<file path="config.mk">
export PLATFORM = sky130hd
export DESIGN_NAME = collatz_dp_flat
export DESIGN_NICKNAME = d
export VERILOG_FILES = /design/src/rtl/collatz_pkg.sv /design/src/rtl/collatz_dp_if.sv /design/src/rtl/collatz_dp_sat_counter.sv /design/src/rtl/collatz_dp.sv /design/src/flat_wrapper.sv
export SDC_FILE = /design/constraint.sdc
export NUM_CORES = 1
export LEC_CHECK = 0
export CORE_MARGIN = 3
export CORE_UTILIZATION = 35
export CTS_BUF_LIST = sky130_fd_sc_hd__clkbuf_2
export CTS_CLUSTER_SIZE = 12
export DETAILED_ROUTE_END_ITERATION = 8
export PLACE_DENSITY = 0.61
export SYNTH_ARGS = -nofsm -noshare
export SYNTH_HDL_FRONTEND = slang
export SYNTH_SLANG_ARGS = --single-unit
</file>
<file path="constraint.sdc">
create_clock -name clk -period 4.8 [get_ports clk]
set_input_delay 0.96 -clock clk [delete_from_list [all_inputs] [get_ports clk]]
set_output_delay 0.96 -clock clk [all_outputs]
set_load 0.02 [all_outputs]
</file>
<file path="src/rtl/collatz_pkg.sv">
// Shared widths and the step-controller strobe bundle for the collatz step engine.
package collatz_pkg;

   localparam int X_W = 16;
   localparam int K_W = 20;

   typedef struct packed {
      logic Mx;
      logic Rx;
      logic Ik;
      logic Pk;
      logic Sk;
      logic Mr;
      logic Pr;
      logic Ir;
   } step_ctrl_t;

endpackage

</file>
<file path="src/rtl/collatz_dp_if.sv">
// Controller <-> datapath bundle: seed, strobes in; value, count and status out.
interface collatz_dp_if import collatz_pkg::*; #(
   parameter int X_W = collatz_pkg::X_W,
   parameter int K_W = collatz_pkg::K_W
);

   logic [X_W-1:0] x_in;
   step_ctrl_t     ctl;
   logic [X_W-1:0] co;
   logic           r;
   logic [K_W-1:0] k;
   logic [X_W-1:0] peak;
   logic           ovf;
   logic           err;
   logic           done;
   logic [K_W-1:0] result_k;

   modport master (
      output x_in, ctl,
      input  co, r, k, peak, ovf, err, done, result_k
   );

   modport slave (
      input  x_in, ctl,
      output co, r, k, peak, ovf, err, done, result_k
   );

endinterface

</file>
<file path="src/rtl/collatz_dp_sat_counter.sv">
// Up-counter with synchronous clear (priority) that sticks at all-ones.
module sat_counter import collatz_pkg::*; #(
   parameter int W = collatz_pkg::K_W
) (
   input  logic         clk,
   input  logic         rst,
   input  logic         clr,
   input  logic         en,
   output logic [W-1:0] q
);

   always_ff @(posedge clk or posedge rst) begin
      if (rst) begin
         q <= '0;
      end else if (clr) begin
         q <= '0;
      end else if (en && !(&q)) begin
         q <= q + {{(W-1){1'b0}}, 1'b1};
      end
   end

endmodule

</file>
<file path="src/rtl/collatz_dp.sv">
// Collatz step datapath: working value, step count, peak tracking and sticky flags,
// driven by per-cycle strobes from the step controller.
module collatz_dp import collatz_pkg::*; #(
   parameter int X_W = collatz_pkg::X_W,
   parameter int K_W = collatz_pkg::K_W
) (
   input logic         clk,
   input logic         rst,
   collatz_dp_if.slave bus
);

   step_ctrl_t     c;
   logic [X_W-1:0] x;
   logic [X_W-1:0] x_new;
   logic [X_W-1:0] peak;
   logic [X_W+1:0] odd;
   logic [K_W-1:0] k;
   logic [K_W-1:0] result_k;
   logic           do_odd;
   logic           do_even;
   logic           bad;
   logic           ovf;
   logic           err;
   logic           ir_q;
   logic           done;

   assign c = bus.ctl;

   // 3x+1 carried in two extra bits so the overflow is visible before truncation
   assign odd = {2'b00, x} + {1'b0, x, 1'b0} + {{(X_W+1){1'b0}}, 1'b1};

   always_comb begin
      do_odd  = c.Mx & c.Mr & ~c.Pr;
      do_even = c.Mx & c.Pr & ~c.Mr;
      bad     = c.Mx & (c.Mr ~^ c.Pr);
      x_new   = x;
      if (do_odd) begin
         x_new = odd[X_W-1:0];
      end else if (do_even) begin
         x_new = x >> 1;
      end
   end

   always_ff @(posedge clk or posedge rst) begin
      if (rst) begin
         x        <= '0;
         peak     <= '0;
         ovf      <= 1'b0;
         err      <= 1'b0;
         ir_q     <= 1'b1;
         done     <= 1'b0;
         result_k <= '0;
      end else begin
         if (c.Rx) begin
            x    <= bus.x_in;
            peak <= bus.x_in;
            ovf  <= 1'b0;
            err  <= 1'b0;
         end else begin
            if (do_odd || do_even) begin
               x <= x_new;
               if (x_new > peak) begin
                  peak <= x_new;
               end
            end
            if (do_odd && (|odd[X_W+1:X_W])) begin
               ovf <= 1'b1;
            end
            if (bad) begin
               err <= 1'b1;
            end
         end
         // ir_q resets high so an Ir already high at reset release is not an edge
         ir_q <= c.Ir;
         done <= c.Ir & ~ir_q;
         if (c.Ir && !ir_q) begin
            result_k <= k;
         end
      end
   end

   sat_counter #(.W(K_W)) u_k (
      .clk (clk),
      .rst (rst),
      .clr (c.Sk),
      .en  (c.Ik | c.Pk),
      .q   (k)
   );

   assign bus.co       = x;
   assign bus.r        = x[0];
   assign bus.k        = k;
   assign bus.peak     = peak;
   assign bus.ovf      = ovf;
   assign bus.err      = err;
   assign bus.done     = done;
   assign bus.result_k = result_k;

endmodule

</file>
<file path="src/flat_wrapper.sv">
// flat-port wrapper written by rule: the top's interface ports become plain ports
module collatz_dp_flat import collatz_pkg::*;
#(
   parameter int X_W = collatz_pkg::X_W,
   parameter int K_W = collatz_pkg::K_W
)
  (clk, rst, bus_x_in, bus_ctl, bus_co, bus_r, bus_k, bus_peak, bus_ovf, bus_err, bus_done, bus_result_k);
  collatz_dp_if #(.X_W(X_W), .K_W(K_W)) bus_i ();
  input logic clk;
  input logic rst;
  input wire logic [$bits(bus_i.x_in)-1:0] bus_x_in;
  input wire logic [$bits(bus_i.ctl)-1:0] bus_ctl;
  output wire logic [$bits(bus_i.co)-1:0] bus_co;
  output wire logic [$bits(bus_i.r)-1:0] bus_r;
  output wire logic [$bits(bus_i.k)-1:0] bus_k;
  output wire logic [$bits(bus_i.peak)-1:0] bus_peak;
  output wire logic [$bits(bus_i.ovf)-1:0] bus_ovf;
  output wire logic [$bits(bus_i.err)-1:0] bus_err;
  output wire logic [$bits(bus_i.done)-1:0] bus_done;
  output wire logic [$bits(bus_i.result_k)-1:0] bus_result_k;
  assign bus_i.x_in = bus_x_in;
  assign bus_i.ctl = bus_ctl;
  assign bus_co = bus_i.co;
  assign bus_r = bus_i.r;
  assign bus_k = bus_i.k;
  assign bus_peak = bus_i.peak;
  assign bus_ovf = bus_i.ovf;
  assign bus_err = bus_i.err;
  assign bus_done = bus_i.done;
  assign bus_result_k = bus_i.result_k;
  collatz_dp #(.X_W(X_W), .K_W(K_W)) u_core (.clk(clk), .rst(rst), .bus(bus_i));
endmodule
</file>
==> run_results.csv <==
group,metric,value,unit
outcome,status,"finished, final reports clean",
timing,finalClockSkew,0.0222,ns
timing,worst_slew_pin_slew,1.10,ns
floorplan,die_y,125,um
grt,antenna_found_initial,0,
worst_setup_path,worstPathMaxFanout,12,
timing,holdWs,0.535,ns
routing,wl_per_cell,17.9,um
finish,synthToLayoutAreaGrowth,26.8,%
synthesis,syn-num-nets,577,
clocking,cts_hold_buf,0,
worst_setup_path,crit_arrival,4.92,ns
floorplan,io_pins,102,
timing,setup_viol,0,
finish,nets,670,
pwr,ir_drop,140,uV
grt,grt_pass1_vias,4488,
synthesis,postSynth.asyncResetShare,1.00,
routing,drt_iter0_markers,223,
timing,slew_viol_final,0,
timing,finalSetupTns,0,ns
floorplan,start_util,0.365,
timing,rsz0062_at_grt,"false",
clocking,numCtsBuffers,9,
clocking,clock_latency,0.55,ns
timing,fmax,224,MHz
synthesis,synth_cell_types,58,
grt,grt_pass1_wl,23300,um
synthesis,synth_top_cell_by_area,"dfrtp_1",
synthesis,ys_seq_area_frac,0.385,
routing,vias,4312,
synthesis,synth_seq_cells,76,
timing,hold_viol,0,
synthesis,ys.flop_type,"dfrtp_1",
routing,avgViaCountPerCell,5.47,
clocking,htreeDepth,3,
synthesis,yosys-top-cells-area,"dfrtp_1 (38%), mux2_2 (9.1%), ha_1 (8.8%)",
synthesis,synth_top_area_share,0.379,
synthesis,syn_avg_cell_area,9.61,sq um
routing,drtPass1Iterations,5,
worst_setup_path,path_class,"reg -> reg",
synthesis,synthCells,515,
floorplan,rows,42,
finish,stdcell_area,0.00627,sq mm
synthesis,yosys_warnings,0,
routing,postRouteAntennaNets,0,
pwr,power_density,337,mW/mm^2
clocking,cts_tree,"built",
pwr,p_leak,2.79,nW
worst_setup_path,critPathLaunchType,"register",
synthesis,syn_area,0.00495,sq mm
worst_setup_path,r2r_slack,0.33,ns
routing,routed_wl,14100,um
placed_design,globalplace.congestion,0.936,
clocking,clk_pin_slew,0.21,ns
timing,min_period,4.47,ns
hold_path,whs_path_depth,1,
floorplan,dieArea,0.0156,sq mm
floorplan,die_w,125,um
grt,grt_usage,0.183,
worst_setup_path,cp_data_required_time,5.25,ns
worst_setup_path,worstSetupEndpointType,"register",
routing,drc,0,
placed_design,dpl_cell_area,0.00612,sq mm
hold_path,hold_path.class,"reg -> reg",
job,drv_cap,0,
timing,finalCritPeriodShare,0.931,
clocking,clock-sinks,76,
placed_design,dpl.hpwl,10600,um
worst_setup_path,r2r_cells,13,
clocking,cts_root_buffer,"clkbuf_2",
placed_design,port_buffers,101,
timing,relSlewSlack,0.266,
clocking,clockBufferDepth,2,
floorplan,core_area,0.0136,sq mm
synthesis,synth-edff-count,0,
grt,grt-ovfl-total,0,
grt,grt_max_degree,77,
finish,layout-drive-gt1-share,0.113,
clocking,post_cts_buffers,0,
finish,n_antenna_cell,0,
-- metal layers --
metal / vias to the layer above / GRT usage / wire length [um]
met5: - / 0 / 0
met4: 0 / 0.0580 / 292
met3: 24 / 0.0519 / 912
met2: 133 / 0.308 / 6800
met1: 2101 / 0.228 / 6120
li1: 2054 / - / -
-- kinds of logic (layout without fill, tap and decap cells) --
| logic type | after synthesis | after routing | share of synthesized area |
|---|---|---|---|
| xor+xnor | 26 | 26 | 0.0460 |
| buf+inv | 52 | 150 | 0.0427 |
| mux | 52 | 52 | 0.115 |
| flops | 76 | 76 | 0.385 |
| fa+ha+maj | 36 | 36 | 0.0925 |
| simple gates | 160 | 160 | 0.162 |
| compound gates | 113 | 113 | 0.157 |
-- state kept, by name, indices dropped and copies added, names as in the netlist --
signal / count
u_core.u_k.q: 20
u_core.bus.ovf: 1
u_core.bus.err: 1
u_core.bus.done: 1
u_core.bus.peak: 16
u_core.bus.result_k: 20
u_core.ir_q: 1
u_core.bus.co: 16
-- timing repair --
| item | CTS | global route |
|---|---|---|
| hold endpoints to repair | 0 | 0 |
| resized for setup | 0 | 1 |
| setup endpoints to repair | 0 | 9 |
-- layout by cell type (no fill, tap or decap), types with 6 or more instances in the layout --
cell type,n
xor2_1,14
o21ai_0,26
nand4_1,12
and2_1,7
clkbuf_2,10
nor2_1,49
xnor2_1,12
nand2_1,31
or3_1,8
buf_4,6
inv_1,26
mux2i_1,12
nand3_1,17
mux2_2,40
a21oi_1,23
a211oi_1,8
clkdlybuf4s50_1,101
ha_1,35
a21o_1,15
dfrtp_1,75
nor3_1,7
-- cell type report --
class / count / area (sq um)
multi-input cells: 387 / 2840
repair buffers: 107 / 1060
clock buffers: 10 / 50.0
well taps: 176 / 220
flip-flops and latches: 76 / 1900
inverters: 27 / 101
fillers: 1324 / 7280
clock inverters: 6 / 103
-- synth_stat cells, drive strengths merged (12+ instances only) --
cell type and instances:
a21oi 23, nand2 31, xor2 14, a21o 15, xnor2 12, nor2 49
mux2i 12, inv 27, ha 35, dfrtp 75, nand3 17, o21ai 26
clkbuf 17, mux2 40, nand4 13
-- stage by stage --
stage	util	setup WS [ns]	instances	total power, mW
floorplan	-	0.990	515	1.35
global placement	0.451	0.165	773	1.64
detailed placement	0.451	0.0768	773	1.66
CTS	0.462	0.201	789	2.12
global route	0.463	0.0671	789	2.25
finish	0.463	0.333	789	2.12
-- critical path, cell delays in order, from the launching register on --
cell     delay (ns)
dfrtp_1        0.51
ha_1           0.48
a21o_1         0.28
a211o_1        0.34
o31ai_2        0.43
o21ai_0        0.15
a31oi_1        0.36
ha_1           0.21
nand4_1        0.12
nor3_1         0.27
o21ai_0        0.13
a41o_1         0.27
nand2_1        0.41
mux2_2         0.39
-- final timing paths --
check                                       startpoint                 endpoint
worst min-delay path            u_core.bus.result_k[4]   u_core.bus.result_k[4]
worst max-delay path                  u_core.bus.co[8]       u_core.bus.peak[2]
worst min register to register  u_core.bus.result_k[4]   u_core.bus.result_k[4]
min in group asynchronous                          rst          u_core.bus.done
worst max register to register        u_core.bus.co[8]       u_core.bus.peak[2]
max in group asynchronous                          rst  u_core.bus.result_k[14]
-- power by group --
| group | leakage, nW | internal (mW) | total, mW | switching (mW) |
|---|---|---|---|---|
| Combinational | 1.71 | 0.391 | 0.892 | 0.501 |
| Sequential | 0.981 | 0.696 | 0.771 | 0.0756 |
| Clock | 0.0910 | 0.222 | 0.454 | 0.232 |
| Total | 2.79 | 1.31 | 2.12 | 0.808 |
Power figures use the tool's default switching activity.
